$ cat config.mk
export PLATFORM = sky130hd
export DESIGN_NAME = bcd_to_binary_seq
export DESIGN_NICKNAME = d
export VERILOG_FILES = /design/src/rtl/bcd_pkg.sv /design/src/rtl/bcd_sub3_digit.sv /design/src/rtl/bcd_to_binary_seq.sv
export SDC_FILE = /design/constraint.sdc
export NUM_CORES = 1
export LEC_CHECK = 0
export CORE_UTILIZATION = 55
export CTS_CLUSTER_DIAMETER = 50
export CTS_CLUSTER_SIZE = 25
export DETAILED_ROUTE_END_ITERATION = 7
export GPL_TIMING_DRIVEN = 0
export PLACE_DENSITY = 0.94
export SLEW_MARGIN = 20
export SYNTH_ARGS = -nofsm -noshare
export SYNTH_HDL_FRONTEND = slang
export SYNTH_SLANG_ARGS = --single-unit
$ cat constraint.sdc
create_clock -name Clk -period 2.8 [get_ports Clk]
set_input_delay 0.42 -clock Clk [delete_from_list [all_inputs] [get_ports Clk]]
set_output_delay 0.42 -clock Clk [all_outputs]
set_load 0.01 [all_outputs]
$ cat src/rtl/bcd_pkg.sv
`default_nettype none
// -----------------------------------------------------------------------------
// bcd_pkg : shared BCD/binary conversion constants, state encoding and helpers
// rev 1.0 : initial release
// -----------------------------------------------------------------------------
package bcd_pkg;

  localparam int DIGITS = 9;
  localparam int BIN_W  = 30;
  localparam int OUT_W  = 36;
  localparam int BCD_W  = 4 * DIGITS;
  localparam int CNT_W  = $clog2(BIN_W);

  localparam logic [CNT_W-1:0] CNT_LAST  = CNT_W'(BIN_W - 1);
  localparam logic [3:0]       SUB3      = 4'd3;
  localparam logic [3:0]       DIGIT_MAX = 4'd9;

  typedef enum logic [0:0] {
    IDLE  = 1'b0,
    SHIFT = 1'b1
  } state_t;

  // A packed BCD word is usable only when every nibble is a decimal digit.
  function automatic logic digits_valid(input logic [BCD_W-1:0] bcd);
    logic ok;
    ok = 1'b1;
    for (int i = 0; i < DIGITS; i++) begin
      if (bcd[4*i +: 4] > DIGIT_MAX) ok = 1'b0;
    end
    return ok;
  endfunction

endpackage
`default_nettype wire

$ cat src/rtl/bcd_sub3_digit.sv
`default_nettype none
// -----------------------------------------------------------------------------
// bcd_sub3_digit : reverse double-dabble correction cell (>=8 ? -3 : pass)
// rev 1.0 : initial release
// -----------------------------------------------------------------------------
module bcd_sub3_digit
  import bcd_pkg::*;
(
  input  logic [3:0] digit_i,
  output logic [3:0] digit_o
);

  always_comb begin
    digit_o = digit_i;
    if (digit_i >= 4'd8) digit_o = digit_i - SUB3;
  end

endmodule
`default_nettype wire

$ cat src/rtl/bcd_to_binary_seq.sv
`default_nettype none
// -----------------------------------------------------------------------------
// bcd_to_binary_seq : sequential 9-digit BCD to binary converter, one bit/cycle
// rev 1.0 : initial release
// -----------------------------------------------------------------------------
module bcd_to_binary_seq
  import bcd_pkg::*;
(
  input  logic             Clk,
  input  logic             Reset,
  input  logic             start,
  input  logic [3:0]       BCD0,
  input  logic [3:0]       BCD1,
  input  logic [3:0]       BCD2,
  input  logic [3:0]       BCD3,
  input  logic [3:0]       BCD4,
  input  logic [3:0]       BCD5,
  input  logic [3:0]       BCD6,
  input  logic [3:0]       BCD7,
  input  logic [3:0]       BCD8,
  output logic [OUT_W-1:0] data,
  output logic             busy,
  output logic             done,
  output logic             error
);

  localparam int SH_W = BCD_W + BIN_W;

  state_t            state_q, state_d;
  logic [SH_W-1:0]   sh_q, sh_d;
  logic [CNT_W-1:0]  cnt_q, cnt_d;
  logic [OUT_W-1:0]  data_q, data_d;
  logic              busy_q, busy_d;
  logic              done_q, done_d;
  logic              error_q, error_d;

  logic [BCD_W-1:0]  bcd_in;
  logic [SH_W-1:0]   shifted;
  logic [SH_W-1:0]   shifted_corr;

  assign bcd_in  = {BCD8, BCD7, BCD6, BCD5, BCD4, BCD3, BCD2, BCD1, BCD0};
  assign shifted = sh_q >> 1;

  // Every digit of the shifted bcd field is corrected in the same cycle.
  assign shifted_corr[BIN_W-1:0] = shifted[BIN_W-1:0];
  for (genvar gi = 0; gi < DIGITS; gi++) begin : g_sub3
    bcd_sub3_digit u_sub3 (
      .digit_i (shifted[BIN_W + 4*gi +: 4]),
      .digit_o (shifted_corr[BIN_W + 4*gi +: 4])
    );
  end

  always_comb begin
    state_d = state_q;
    sh_d    = sh_q;
    cnt_d   = cnt_q;
    data_d  = data_q;
    busy_d  = busy_q;
    done_d  = 1'b0;
    error_d = 1'b0;
    case (state_q)
      IDLE: begin
        if (start) begin
          if (!digits_valid(bcd_in)) begin
            error_d = 1'b1;
          end else begin
            sh_d    = {bcd_in, {BIN_W{1'b0}}};
            cnt_d   = '0;
            busy_d  = 1'b1;
            state_d = SHIFT;
          end
        end
      end
      SHIFT: begin
        sh_d  = shifted_corr;
        cnt_d = cnt_q + 1'b1;
        if (cnt_q == CNT_LAST) begin
          data_d  = {{(OUT_W-BIN_W){1'b0}}, shifted_corr[BIN_W-1:0]};
          done_d  = 1'b1;
          busy_d  = 1'b0;
          state_d = IDLE;
        end
      end
      default: state_d = IDLE;
    endcase
  end

  always_ff @(posedge Clk) begin
    if (Reset) begin
      state_q <= IDLE;
      sh_q    <= '0;
      cnt_q   <= '0;
      data_q  <= '0;
      busy_q  <= 1'b0;
      done_q  <= 1'b0;
      error_q <= 1'b0;
    end else begin
      state_q <= state_d;
      sh_q    <= sh_d;
      cnt_q   <= cnt_d;
      data_q  <= data_d;
      busy_q  <= busy_d;
      done_q  <= done_d;
      error_q <= error_d;
    end
  end

  assign data  = data_q;
  assign busy  = busy_q;
  assign done  = done_q;
  assign error = error_q;

endmodule
`default_nettype wire

## Word level (Yosys, flattened, before mapping)

Index checks and enable logic that the tools add are counted.

- $add $sub $neg: 10
- $lt $le $gt $ge: 18
- Equal/unequal tests: 4
- Muxes and demuxes: 36
- Bitwise gates (word level): 2
- Reductions and logical operators: 5

Operators by type and width:

| operator | number |
|---|---|
| $mux W66 | 2 |
| $pmux W66 S2 | 1 |
| $gt A4 B4 Y1 const B | 9 |
| $mux W4 | 9 |
| $ge A4 B4 Y1 const B | 8 |
| $sub A4 B2 Y4 const B | 8 |
| $mux W1 | 19 |
| $mux W5 | 2 |
| $pmux W5 S2 | 1 |
| $add A5 B1 Y5 const B | 1 |
| $eq A5 B5 Y1 const B | 1 |
| $ge A3 B4 Y1 const B | 1 |
| $ne A2 B2 Y1 const B | 2 |
| $pmux W1 S2 | 2 |
| $reduce_and A2 Y1 | 2 |
| $sub A3 B2 Y4 const B | 1 |
| $reduce_and A3 Y1 | 1 |
| $reduce_or A3 Y1 | 1 |
| $ne A2 B1 Y1 const B | 1 |
| $not A1 Y1 | 2 |
| $reduce_or A2 Y1 | 1 |

- Register bits after elaboration: 105
- Output and inout bits: 39
- Logic and storage cells: 82

## Depth between registers and ports, before layout

Gate-level depths: netlist (run 1).

- Depth after elaboration: 15
- Mapped depth: 8

## Cells and area by module

A second synthesis (run 1) with hierarchy kept.

- Cell total of the unflattened synthesis: 624
- Area total of the unflattened synthesis: 4,820.9 um^2

By module, submodules not included:

| module | instances | cells each | area each (um^2) | seq. area each (um^2) |
|---|---|---|---|---|
| bcd_to_binary_seq | 1 | 525 | 4,134.0 | 2,082.0 |
| bcd_sub3_digit | 9 | 11 | 76.3 | 0.0 |

## Worst setup path after synthesis (run 1)

No wires, ideal clock.

- Kind: input -> register
- Start point: input BCD0[2]
- End point: register sh_q[47]
- Setup time: 121 ps
- Arrival: 1,744 ps
- Required time: 2,679 ps
- Slack: 934 ps
- Stages on the path: 7
- Buffers on the path: 2
- Cell sequence: o21ai_0 -> nand4_1 -> or4_1 -> buf_6 -> buf_6 -> nor3_1 -> nor3_1

- Cells in the longest elaborated chain, start to end: 14

Ends and longest elaborated chain:

| item | line | RTL |
|---|---|---|
| from (decl) | bcd_to_binary_seq.sv:12 | `input logic [3:0] BCD0,` |
| $gt A4 B4 Y1 | bcd_pkg.sv:28 | `if (bcd[4*i +: 4] > DIGIT_MAX) ok = 1'b0;` |
| $mux W1 (9 in series) | bcd_pkg.sv:28 |  |
| $mux W1 | bcd_to_binary_seq.sv:63 | `if (start) begin` |
| $mux W1 | bcd_to_binary_seq.sv:61 | `case (state_q)` |
| $ne A2 B2 Y1 (no source line) | -- |  |
| $reduce_and A2 Y1 (no source line) | -- |  |
| to (signal assigned) | bcd_to_binary_seq.sv:91 | `sh_q <= '0;` |
| to (signal assigned) | bcd_to_binary_seq.sv:99 | `sh_q <= sh_d;` |
| to (decl) | bcd_to_binary_seq.sv:30 | `logic [SH_W-1:0] sh_q, sh_d;` |

No other way between the ends. The select of a mux whose other input is x is not followed.
A chain may end at the register's enable or synchronous reset.

## Worst setup path after layout (run 1)

- Start point: input BCD6[1]
- End point: register sh_q[26]

- Cells in the longest elaborated chain, start to end: 8

Ends and longest elaborated chain:

| item | line | RTL |
|---|---|---|
| from (decl) | bcd_to_binary_seq.sv:18 | `input logic [3:0] BCD6,` |
| $gt A4 B4 Y1 | bcd_pkg.sv:28 |  |
| $mux W1 (3 in series) | bcd_pkg.sv:28 |  |
| $mux W1 | bcd_to_binary_seq.sv:63 |  |
| $mux W1 | bcd_to_binary_seq.sv:61 |  |
| $ne A2 B2 Y1 (no source line) | -- |  |
| $reduce_and A2 Y1 (no source line) | -- |  |

No other way between the ends. The select of a mux whose other input is x is not followed.

==> metrics.txt, run 1 <==
Post-Syn Instances=595; skew final=0.0130 ns; worst skew pair latency=0.37 ns; GRT Util Overall=0.279; layout cells sized above 1=0.0626; clock share of power=0.350; 1st-pass router iterations=5; clk sinks=104; Psw=0.670 mW; synth-to-layout area growth=21.4%; Die Height=96.5 um; initial antenna violation count=0; Syn. warnings=0; slew margin rel.=0.578; synth unique cells=36; pwr/cell area=436 nW/um^2; Worst-Margin Slew=0.634 ns; sequential power share=0.576; Critical Path Slowest Stage Cell=or4_1; final hold slack=0.460 ns; # resized after CTS=0; crit path cell chain=clkdlybuf4s50_1, o21ai_0, nand2_1, or4_1, clkbuf_1, buf_2, nand3b_1, a21oi_1; CTS H-tree lvls=3; largest stage delay on the critical path=0.53 ns; final worst slack=0.479 ns; DRT Wirelength=12.4 mm; CP bufs+invs=3; DP Area=5780 um^2; unrepaired setup endpoints after global routing=false; wire length on met2=6.09 mm; Final Instance Area=5970 um^2; final count of hold timing violations=0; Final setup viols=0; M1 WL=5.15 mm; crit end category=flip-flop; setup tns final=0 ns; die area=9320 um^2; first-pass GRT wire length=20.0 mm; Initial Util=0.566; Worst setup SP type=input port; Post-CTS Setup Bufs=0; kind of cell adding the most delay to the critical path=buffers and inverters; final core occ=0.687; Row Count=34; Vias/cell=5.73; Combinational Power Share=0.074; VDD IR max=0.000260 V; IO buf count=71; number of hold buffers added after cts=0; n_diodes=0; vias in the first global route=4277; Final Max Slew Viols=0; CP Max Fanout=10; nets=739; fin cells=795; Clock Tree Buf Depth=2; Yosys reg bits=104; Required @ worst endpoint=3.03 ns; cell-internal power=1.93 mW; Power Total=2.60 mW; global placement routability congestion=0.889; Routed met3 length=814 um; CTS tree=done; Starting DRT DRC Count=311; core area=8680 um^2; Vias=4553; die width=96.5 um; number of routed nets with antenna violations=0; outcome=finished clean; fmax=0.431 GHz; clock buffer count from CTS=9; I/O Pins=78; Leak=2.08 nW; pre-CTS setup slack=0.209 ns; grt ovf=0; synthesized area=4920 um^2; CTS clk-pin slew, worst paths=0.11 ns; minimum clock period after layout=2.32 ns; MaxCap Viol Count=0; Hold/Removal Path Class=flip-flop to flip-flop; Crit Path Category=input port to flip-flop; filler cell count=660; DR WL/cell=15.6 um; cell count after placement=779; largest net degree at the start of global routing=20; crit path DAT=2.55 ns; HPWL after detailed placement=8.59 mm; # DRC=0; final worst-path cycle share=0.829; CTS Root Buffer Type=clkbuf_8; Switching Share=0.258; Avg Cell Area, Syn=8.26 um^2; max layer used=met4; sequential area share after synthesis=0.424
-- area by class of cell --
cell class,instances,area (um^2),share of cell area
plain buffers,53,259,0.0434
clock buffers,10,128,0.0214
clock inverters,6,57.6,0.00965
inverters,18,67.6,0.0113
multi-input cells,425,2530,0.423
flip-flops and latches,104,2080,0.349
well taps,108,135,0.0227
repair buffers,71,711,0.119
-- cell usage after synthesis --
master | count | area share
buf_6 | 3 | 0.0069
or2_2 | 1 | 0.0013
nor4_1 | 4 | 0.0051
o22ai_1 | 8 | 0.010
buf_4 | 8 | 0.012
a311oi_1 | 3 | 0.0053
nand3b_1 | 30 | 0.046
o21ai_0 | 5 | 0.0051
mux2i_1 | 16 | 0.033
and2_1 | 1 | 0.0013
nor2_1 | 3 | 0.0023
o21ai_1 | 3 | 0.0031
nor4_4 | 1 | 0.0043
nor3_2 | 8 | 0.016
or3_1 | 1 | 0.0013
buf_2 | 6 | 0.0061
clkbuf_1 | 35 | 0.027
nand4_1 | 2 | 0.0025
xnor2_1 | 16 | 0.029
dfxtp_1 | 104 | 0.42
nor3_1 | 72 | 0.073
nor2b_1 | 12 | 0.015
buf_1 | 1 | 0.00076
inv_1 | 18 | 0.014
nand3_1 | 4 | 0.0041
nand2b_1 | 4 | 0.0051
a21oi_1 | 71 | 0.072
o21a_1 | 1 | 0.0015
or4_1 | 2 | 0.0031
conb_1 | 1 | 0.00076
nand2_1 | 104 | 0.079
a21o_1 | 24 | 0.037
and3_1 | 2 | 0.0025
o21ai_2 | 1 | 0.0018
ha_1 | 18 | 0.046
a41oi_1 | 2 | 0.0036
-- final timing paths --
check                           cells past startpoint     start  slack (ns)        to
worst max-delay path                                8   BCD6[1]        0.48  sh_q[26]
worst min-delay path                                2  data[18]        0.46  data[18]
worst max register to register                      5   state_q        0.75  cnt_q[4]
worst min register to register                      2  data[18]        0.46  data[18]
-- cells in the final DEF (no fill, tap or decap), types with 9 or more instances in the layout --
master           netlist  final
nand2_1              104    104
inv_1                 18     18
ha_1                  18     18
clkbuf_1              35     36
a21oi_1               71     71
nand3b_1              30     30
clkdlybuf4s50_1        0     71
a21o_1                24     24
dfxtp_1              104    104
mux2i_1               16     16
xnor2_1               16     16
nor2b_1               12     12
nor3_1                72     72
clkbuf_8               0      9
-- worst register-to-register path: cells and delay by family, from the launching register on --
kind | cells | cell delay (ns)
buffers and inverters | 3 | 1.22
flip-flops | 1 | 0.32
AO/OA/AOI/OAI | 1 | 0.30
AND/OR/NAND/NOR | 1 | 0.11
-- flip-flops by register name, indices dropped and copies added, names as in the netlist --
signal,flops
busy,1
cnt_q,5
data,30
done,1
error,1
sh_q,65
state_q,1
-- layer usage --
| layer | vias to the layer above | track usage |
|---|---|---|
| met3 | 40 | 0.0563 |
| li1 | 2193 | - |
| met4 | 0 | 0.140 |
| met2 | 190 | 0.462 |
| met1 | 2130 | 0.344 |
| met5 | - | 0 |
-- power groups by stage --
stage	Combinational, mW	Sequential (mW)	Clock, mW
2_1_floorplan	0.0956	1.53	0
3_5_place_dp	0.186	1.53	0
5_1_grt	0.207	1.50	0.976
3_3_place_gp	0.180	1.53	0
6_report	0.192	1.50	0.910
4_1_cts	0.189	1.50	0.908
-- cells by family (layout without fill, tap and decap cells) --
group | after synthesis | after routing | share of synthesized area
adders and majority gates | 18 | 18 | 0.0458
buffers and inverters | 71 | 158 | 0.0664
muxes | 16 | 16 | 0.0326
other | 1 | 6 | 0.000763
DFF | 104 | 104 | 0.424
AOI/OAI and AO/OA | 118 | 118 | 0.139
and+or+nand+nor | 251 | 251 | 0.263
xor gates and xnor gates | 16 | 16 | 0.0285
No activity file was read; power rests on OpenSTA's default activity.
==> inputs of run 2 (changes only) <==
- CORE_UTILIZATION: 55 -> 49
- PLACE_DENSITY: 0.94 -> 0.89
- clock period: 2.8 -> 1.9 ns (I/O delays scaled with it)
==> run 2 against run 1 <==
The flow now finishes with violations (setup timing). Clock skew rose by 0.0012 ns. Via count about the same. Combinational power is 57% higher. Critical endpoint is now sh_q[33].
==> metrics.txt, run 2 (same netlist as run 1, synthesis figures left out) <==
die width=102 um (+5.8%); synth-to-layout area growth=24.4%; Vias=4552 (-0.022%); Worst setup SP type=input port; commonest non-fill, non-tap cells in the layout=104 x dfxtp_1, 102 x nand2_1, 71 x a21oi_1, 66 x clkdlybuf4s50_1, 65 x nor3_1; number of routed nets with antenna violations=0 (unchanged); initial antenna violation count=0 (unchanged); grt ovf=0 (unchanged); failing checks=setup timing; Combinational Power Share=0.080 (+0.006); Die Height=102 um (+5.8%); fmax=0.522 GHz; final worst-path cycle share=1.01; slew margin rel.=0.547 (-0.0302); area of the multi-input gates=2600 um^2 (+2.9%); largest reg by FF count=sh_q; sequential power share=0.585 (+0.009); Psw=0.951 mW (+42%); n_diodes=0 (unchanged); crit path DAT=2.12 ns (-0.43 ns); Crit Path Category=input port to flip-flop; GRT Util Overall=0.239 (-0.0404); Clock Tree Buf Depth=2 (unchanged); Starting DRT DRC Count=316 (+1.6%); sequential cell area=2080 um^2 (unchanged); Vias/cell=5.54 (-3.2%); Initial Util=0.505 (-0.0612); DR WL/cell=15.2 um (-2.9%); clk sinks=104 (unchanged); nets=741 (+0.27%); pre-CTS setup slack=-0.621 ns (-0.830 ns); Final setup viols=3 (+3); core area=9730 um^2 (+12%); clock buffer count from CTS=9 (unchanged); CP Max Fanout=10 (unchanged); CTS tree=done; first-pass GRT wire length=19.7 mm (-1.3%); Hold/Removal Path Class=input port to flip-flop; I/O Pins=78 (unchanged); VDD IR max=0.000391 V (+50%); outcome=complete, but fails checks; Final Instance Area=6110 um^2 (+2.5%); Leak=2.16 nW (+4.1%); commonest non-fill, non-tap cell in the layout=dfxtp_1; Row Count=36 (+5.9%); max FFs per register=65 (unchanged); vias in the first global route=4282 (+0.12%); Worst-Margin Slew=0.679 ns (+0.0453 ns); MaxCap Viol Count=0 (unchanged); DP Area=5810 um^2 (+0.54%); filler cell count=797 (+21%); DRT Wirelength=12.5 mm (+0.27%); final count of hold timing violations=0 (unchanged); die area=10400 um^2 (+12%); CTS H-tree lvls=3 (unchanged); layout cells sized above 1=0.100 (+0.0377); Final Max Slew Viols=0 (unchanged); Required @ worst endpoint=2.11 ns (-0.92 ns); worst skew pair latency=0.37 ns (about the same); CTS clk-pin slew, worst paths=0.11 ns (about the same); # DRC=0 (unchanged); global placement routability congestion=0.891 (+0.24%); HPWL after detailed placement=8.73 mm (+1.6%); Switching Share=0.252 (-0.00583); skew final=0.0142 ns (+0.00119 ns); cell-internal power=2.83 mW (+46%); clock share of power=0.335 (-0.015); largest net degree at the start of global routing=19 (-5.0%); 1st-pass router iterations=5 (unchanged); final worst slack=-0.0142 ns (-0.493 ns); pwr/cell area=618 nW/um^2 (+42%); IO buf count=71 (unchanged); crit end category=flip-flop; CTS Root Buffer Type=clkbuf_8; minimum clock period after layout=1.91 ns
-- run 2: cell types whose count changed in the layout (fill, tap and decap cells not counted), moves of 4 or more --
cell | before | now
o21ai_0 | 5 | 0
clkdlybuf4s50_1 | 71 | 66
nor3_2 | 8 | 15
nor3_1 | 72 | 65
buf_4 | 8 | 13
clkbuf_1 | 36 | 29
buf_2 | 6 | 2
clkbuf_2 | 0 | 4
o21ai_2 | 1 | 9
-- run 2: power groups by stage --
stage                     clock network [mW]  registers (mW)  logic (mW)
after global routing                    1.35            2.21       0.320
after floorplan                            0            2.26       0.141
final                                   1.27            2.21       0.301
after global placement                     0            2.26       0.267
after detailed placement                   0            2.26       0.274
after CTS                               1.28            2.21       0.284
-- run 2: per-layer routing --
metal	vias up	GRT usage	routed length [um]
met4	0	0.102	336
met2	186	0.411	6170
met5	-	0	0
met1	2131	0.297	5230
met3	37	0.0349	735
li1	2198	-	-
-- run 2: critical path, cell delays in order --
cell	delay (ns)
clkdlybuf4s50_1	0.45
o21ai_2	0.22
nand4_1	0.18
nor4_1	0.33
buf_4	0.30
mux2i_1	0.23
o22ai_1	0.11
-- run 2: worst paths after layout --
| path | slack [ns] | depth (start not counted) | from | end |
|---|---|---|---|---|
| worst max-delay path | -0.01 | 7 | BCD5[1] | sh_q[33] |
| worst min-delay path | 0.32 | 3 | BCD6[1] | sh_q[55] |
| worst max register to register | 0.14 | 4 | state_q | sh_q[42] |
| worst min register to register | 0.46 | 2 | data[8] | data[8] |
-- run 2: repair_timing --
item / CTS / global route
hold buffers: 0 / 0
cloned: 0 / 1
pin swaps: 9 / 8
setup endpoints to repair: 71 / 83
gates resized for setup: 26 / 16
setup buffers: 0 / 3
-- run 2: final cells by class --
cell class	instances	area share
Multi-Input combinational cell	425	0.425
Sequential cell	104	0.341
Timing Repair Buffer	75	0.122
Buffer	51	0.0458
Tap cell	133	0.0272
Clock buffer	9	0.0203
Inverter	18	0.0111
Clock inverter	6	0.00819
-- run 2: metrics by stage --
| step | util | total power [mW] | hold slack (ns) | setup TNS, ns | instances |
|---|---|---|---|---|---|
| after floorplan | - | 2.40 | 0.425 | 0 | 600 |
| after global placement | 0.597 | 2.52 | 0.443 | -33.24 | 804 |
| after detailed placement | 0.597 | 2.53 | 0.446 | -37.86 | 804 |
| after CTS | 0.621 | 3.77 | 0.458 | 0 | 818 |
| after global routing | 0.628 | 3.89 | 0.345 | -0.339 | 821 |
| final | 0.628 | 3.78 | 0.318 | -0.0202 | 821 |
